## config.mk

```make
export PLATFORM = sky130hd
export DESIGN_NAME = instruction_decoder_core
export DESIGN_NICKNAME = d
export VERILOG_FILES = /design/src/rtl/instruction_decoder_core.sv
export SDC_FILE = /design/constraint.sdc
export NUM_CORES = 1
export LEC_CHECK = 0
export BUFFER_PORTS_ARGS = -buffer_cell sky130_fd_sc_hd__buf_2
export CORE_AREA = 2 2 82 84
export DETAILED_ROUTE_END_ITERATION = 8
export DIE_AREA = 0 0 84 86
export PLACE_DENSITY = 0.67
export SYNTH_ARGS = -nofsm -noshare
export SYNTH_HDL_FRONTEND = slang
export SYNTH_SLANG_ARGS = --single-unit
```

## constraint.sdc

```tcl
create_clock -name clk -period 3.05 [get_ports clk]
set_clock_uncertainty 0.1 [all_clocks]
set_input_delay 0.61 -clock clk [delete_from_list [all_inputs] [get_ports clk]]
set_output_delay 0.61 -clock clk [all_outputs]
set_load 0.05 [all_outputs]
```

## src/rtl/instruction_decoder_core.sv

```systemverilog
// rtl/instruction_decoder_core.sv - single-cycle registered instruction decoder (READ/WRITE/GO/NOP)
module instruction_decoder_core #(
    parameter int INPUT_SIGNAL_LENGTH  = 32,
    parameter int WRITE_ADDRESS_LENGTH = 15,
    parameter int WRITE_DATA_LENGTH    = 15,
    parameter int READ_ADDRESS_LENGTH  = 15
) (
    input  logic                            clk,
    input  logic                            rst,
    input  logic                            in_valid,
    input  logic [INPUT_SIGNAL_LENGTH-1:0]  input_signal,
    output logic                            wr_en,
    output logic                            rd_en,
    output logic                            go,
    output logic [WRITE_ADDRESS_LENGTH-1:0] wr_addr,
    output logic [WRITE_DATA_LENGTH-1:0]    wr_data,
    output logic [READ_ADDRESS_LENGTH-1:0]  rd_start_addr,
    output logic [READ_ADDRESS_LENGTH-1:0]  rd_end_addr,
    output logic                            cmd_err
);

    localparam logic [1:0] OP_NOP   = 2'b00;
    localparam logic [1:0] OP_READ  = 2'b01;
    localparam logic [1:0] OP_WRITE = 2'b10;
    localparam logic [1:0] OP_GO    = 2'b11;

    // Fixed field positions inside the instruction word
    logic [1:0]  opcode;
    logic [14:0] field_a;
    logic [14:0] field_b;

    assign opcode  = input_signal[31:30];
    assign field_a = input_signal[29:15];
    assign field_b = input_signal[14:0];

    logic                            wr_en_q, wr_en_d;
    logic                            rd_en_q, rd_en_d;
    logic                            go_q, go_d;
    logic                            cmd_err_q, cmd_err_d;
    logic [WRITE_ADDRESS_LENGTH-1:0] wr_addr_q, wr_addr_d;
    logic [WRITE_DATA_LENGTH-1:0]    wr_data_q, wr_data_d;
    logic [READ_ADDRESS_LENGTH-1:0]  rd_start_q, rd_start_d;
    logic [READ_ADDRESS_LENGTH-1:0]  rd_end_q, rd_end_d;

    // Decode the presented instruction into next-state strobes and field registers
    always_comb begin
        wr_en_d    = 1'b0;
        rd_en_d    = 1'b0;
        go_d       = 1'b0;
        cmd_err_d  = 1'b0;
        wr_addr_d  = wr_addr_q;
        wr_data_d  = wr_data_q;
        rd_start_d = rd_start_q;
        rd_end_d   = rd_end_q;
        if (in_valid) begin
            case (opcode)
                OP_READ: begin
                    // An inverted range is rejected without disturbing the last good range
                    if (field_a <= field_b) begin
                        rd_en_d    = 1'b1;
                        rd_start_d = READ_ADDRESS_LENGTH'(field_a);
                        rd_end_d   = READ_ADDRESS_LENGTH'(field_b);
                    end else begin
                        cmd_err_d  = 1'b1;
                    end
                end
                OP_WRITE: begin
                    wr_en_d   = 1'b1;
                    wr_addr_d = WRITE_ADDRESS_LENGTH'(field_a);
                    wr_data_d = WRITE_DATA_LENGTH'(field_b);
                end
                OP_GO: begin
                    go_d = 1'b1;
                end
                OP_NOP: begin
                end
                default: begin
                end
            endcase
        end
    end

    // Register all outputs; reset wins over any instruction presented on the same edge
    always_ff @(posedge clk) begin
        if (rst) begin
            wr_en_q    <= 1'b0;
            rd_en_q    <= 1'b0;
            go_q       <= 1'b0;
            cmd_err_q  <= 1'b0;
            wr_addr_q  <= '0;
            wr_data_q  <= '0;
            rd_start_q <= '0;
            rd_end_q   <= '0;
        end else begin
            wr_en_q    <= wr_en_d;
            rd_en_q    <= rd_en_d;
            go_q       <= go_d;
            cmd_err_q  <= cmd_err_d;
            wr_addr_q  <= wr_addr_d;
            wr_data_q  <= wr_data_d;
            rd_start_q <= rd_start_d;
            rd_end_q   <= rd_end_d;
        end
    end

    assign wr_en         = wr_en_q;
    assign rd_en         = rd_en_q;
    assign go            = go_q;
    assign cmd_err       = cmd_err_q;
    assign wr_addr       = wr_addr_q;
    assign wr_data       = wr_data_q;
    assign rd_start_addr = rd_start_q;
    assign rd_end_addr   = rd_end_q;

endmodule

```

# Yosys cells after proc, flatten, opt, wreduce, memory -nomap -nowiden
# Cells that the tools add are included.
# totals
regBits,64
input_bits,35
out_inout_bits,64
word_cells,22
# op_classes
n_lt_le_gt_ge,1
eq_ne,3
mux,4
bitwise,2
n_reduce_logical,4
# op_table
op,n
15-bit less-or-equal comparator,1
2-bit equality test (second input constant),2
1-bit 2-to-1 mux,4
3-bit AND reduction,1
3-bit OR reduction,1
2-bit by 1-bit equality test with 1-bit output (second input constant),1
1-bit inverter,2
2-bit AND reduction,1
2-bit OR reduction,1

# Longest topological paths before layout
# depth
word_depth,3
ltp_mapped,8
ltp_nobuf,7

# Worst setup path before layout
# No wires, ideal clock.
# synth_path
kind,in2reg
startpoint,input input_signal[2]
endpoint,"register rd_end_q[0], in the netlist rd_end_addr[0]"
setup_time_ns,0.117
t_arrival_ns,2.020
required_time_ns,2.833
slack_ns,0.813
stages,8
path_buffers,1
cell_sequence,inv_1 > ha_1 > a21oi_1 > a21oi_1 > o31a_1 > o21a_2 > buf_6 > a22o_1
# synth_via
elab_chain_len,2
# synth_lines
element,line_no,rtl
start: declaration,11,"input logic [INPUT_SIGNAL_LENGTH-1:0] input_signal,"
15-bit less-or-equal comparator,59,if (field_a <= field_b) begin
3-bit AND reduction (no line),--,
end signal: assignment,102,rd_end_q <= rd_end_d;
end: declaration,43,"logic [READ_ADDRESS_LENGTH-1:0] rd_end_q, rd_end_d;"
# Every way passes these cells.
# A chain may end at the register's enable or synchronous reset.

# Final worst setup path
# layout_path
startpoint,input input_signal[4]
endpoint,"register rd_end_q[2], in the netlist rd_end_addr[2]"
# The elaborated chain is that of the path after synthesis.

==> flow_metrics.py <==
metrics = {
    "synthesis": {
        "synth_xor_area_share_pct": 0,
        "ys_async_sr_fraction_pct": 0,
        "synth_nets": 319,
        "synth_warnings": 0,
        "synthCells": 269,
        "synthAdderAreaFrac_pct": 7.55,
        "synthFlopType": "dfxtp_1",
        "synth_edf_count": 0,
        "synthMuxAreaShare_pct": 0,
        "synth_top_family_by_area": "compound AO/OA/AOI/OAI gates",
        "syn_area_sq_mm": 0.00248,
        "yosysUniqueCellTypes": 26,
        "synthSimpleGateAreaFrac_pct": 13.8,
        "synth_seq_cells": 64,
        "synth_area_per_cell_sq_um": 9.24,
        "synth_compound_area_share_pct": 21.2,
        "seq_area_frac_synth_pct": 51.6,
    },
    "status": {
        "outcome": "complete, no violations",
    },
    "final_layout": {
        "drive_gt1_share_pct": 33.4,
        "area_growth_pct": 29.0,
        "utilization_pct": 51.1,
        "antenna_cells": 0,
        "n_fill_cell": 635,
        "finalInstanceArea_sq_mm": 0.00321,
        "nets": 416,
        "stdcell_count": 448,
    },
    "min_path": {
        "hp-start": "wr_addr[7]",
        "hp-class": "reg2reg",
    },
    "cts": {
        "insertion_delay_ps": 340,
        "cts_resized": 0,
        "h-tree-depth": 3,
        "cts_setup_buffers": 0,
        "clockBufferDepth": 2,
        "clock-sinks": 64,
        "clkTransAtPathRegs_ps": 70,
        "holdBufCountCts": 0,
        "cts_tree": "built",
        "numCtsBuffers": 9,
        "cts-root-buf": "clkbuf_8",
    },
    "timing": {
        "worst_pin_slew_ps": 718,
        "finalSetupTns_ps": 0,
        "finalCriticalPeriod_ps": 2310,
        "hold_viol": 0,
        "grt_setup_unrepaired": "false",
        "maxSlewViolCount": 0,
        "relSlewSlack_pct": 52.1,
        "holdWs_ps": 356,
        "finalSetupViolCount": 0,
        "max_freq_mhz": 434,
        "fin_ws_ps": 744,
        "fin_crit_sh_pct": 75.6,
    },
    "routing": {
        "drc_errors": 0,
        "vias": 2244,
        "wl_met3_um": 346,
        "drt_first_pass_iters": 4,
        "wl_met1_um": 3130,
        "routed_wl_um": 6650,
        "vias_per_cell": 5.01,
        "top_layer_used": "met4",
        "wl_met2_um": 3010,
        "drt-wirelength-per-cell_um": 14.8,
        "ant_nets": 0,
        "drt_iter0_markers": 64,
    },
    "critical_path": {
        "crit_path_start": "input_signal[4]",
        "startpoint_type": "input port",
        "worstPathCellList": "buf_2, inv_1, ha_1, nand4_1, nor4_2, a21oi_1, o21a_2, a22o_1",
        "end_kind": "flop",
        "path_max_fanout": 30,
        "cp_slowest_cell": "nor4_2",
        "regToRegStartpoint": "rd_end_addr[2]",
        "cpPeakStageDelay_ps": 400,
        "worstSetupPathType": "in2reg",
        "critPathRequiredTime_ps": 3180,
        "critPathArrivalTime_ps": 2440,
    },
    "place": {
        "dpl.hpwl_um": 4940,
        "io_buffers": 98,
        "dp.cells": 432,
        "place.gp.congestion": 0.819,
        "post_dp_cell_area_sq_mm": 0.00302,
        "place_ws_ps": 394,
    },
    "power_and_ir_drop": {
        "power.share.clock_pct": 37.1,
        "power_switching_mw": 0.518,
        "cellInternalPower_mw": 1.29,
        "total_power_mw": 1.81,
        "p_comb_share_pct": 14.7,
        "p_seq_share_pct": 48.2,
        "switching_share_pct": 28.6,
        "p_leak_nw": 1.57,
        "power.density_mw_per_mm2": 565,
        "ir_drop_mv": 0.310,
    },
    "floorplanning": {
        "die_area_sq_mm": 0.00722,
        "chipWidth_um": 84,
        "die_y_um": 86,
        "ioPinCount": 99,
        "start_util_pct": 39.6,
        "rows": 29,
        "core_sq_mm": 0.00628,
    },
    "global_route": {
        "grt_usage_pct": 18.8,
        "grt_pass1_vias": 2261,
        "grt_max_degree": 35,
        "grt_pass1_wl_um": 10700,
        "grt_remaining_overflow": 0,
        "antenna_found_initial": 0,
    },
    "run": {
        "maxCapViolCount": 0,
    },
}
cell usage in the layout, fill, tap and decap left out, types with 3 or more instances in the layout:
cell type,n
inv_1,15
dfxtp_1,64
clkbuf_8,12
a21oi_1,37
ha_1,15
buf_4,5
a22o_1,30
nor2_1,5
clkinv_2,3
nand2_1,65
buf_2,98
state kept, by name, summed over array words and instances, names as in the netlist:
register / count
wr_addr: 15
rd_start_addr: 15
wr_data: 15
wr_en: 1
cmd_err: 1
rd_en: 1
rd_end_addr: 15
go: 1
synthesized netlist by cell type, types with 2 or more instances:
| master | n | share of area (%) |
|---|---|---|
| a21oi_1 | 37 | 7.5 |
| a22o_1 | 30 | 11 |
| buf_2 | 3 | 0.60 |
| buf_6 | 3 | 1.4 |
| clkbuf_1 | 10 | 1.5 |
| dfxtp_1 | 64 | 52 |
| ha_1 | 15 | 7.6 |
| inv_1 | 15 | 2.3 |
| nand2_1 | 65 | 9.8 |
| nand4_1 | 2 | 0.50 |
| nor2_1 | 6 | 0.91 |
| nor3b_1 | 2 | 0.60 |
| o211ai_1 | 2 | 0.60 |
| o21a_1 | 2 | 0.60 |
| o21ai_0 | 2 | 0.40 |
critical path: cells and delay by family:
kind,cells,cell delay [ps]
AOI/OAI and AO/OA,3,800
and+or+nand+nor,2,560
adders and majority gates,1,300
buffers and inverters,2,160
kinds of logic (layout without fill, tap and decap cells):
kind of cell,after synthesis,count (layout)
AO/OA/AOI/OAI,77,77
adder cells (fa/ha/maj),15,15
buffers and inverters,32,134
flip-flops,64,64
AND/OR/NAND/NOR,81,81
per-layer routing:
metal | vias up | global-route usage [%]
met2 | 72 | 29.7
met5 | - | 0
li1 | 1117 | -
met1 | 1042 | 24.1
met4 | 0 | 10.1
met3 | 13 | 4.14
power by group through the flow:
stage	registers [mW]	logic [mW]	clock network (mW)
finish	0.874	0.267	0.672
global route	0.877	0.288	0.725
CTS	0.874	0.269	0.690
detailed placement	0.892	0.268	0
global placement	0.893	0.262	0
floorplan	0.981	0.0949	0
worst paths after layout:
kind | slack (ps) | cells after the start | to
worst max-delay path | 740 | 8 | rd_end_addr[2]
worst min-delay path | 360 | 2 | wr_addr[7]
worst min register to register | 360 | 2 | wr_addr[7]
worst max register to register | 2300 | 1 | rd_end_addr[2]
layout make-up:
cell class                 count  area (sq um)  area share (%)
timing repair buffer         103           528            16.5
multi-input combinational    173          1060            33.1
sequential                    64          1280            40.0
clock inverter                 3          15.0           0.468
clock buffer                  13           169            5.27
tap                           77          96.3            3.01
inverter                      15          56.3            1.76
(Power assumes the default switching activity.)
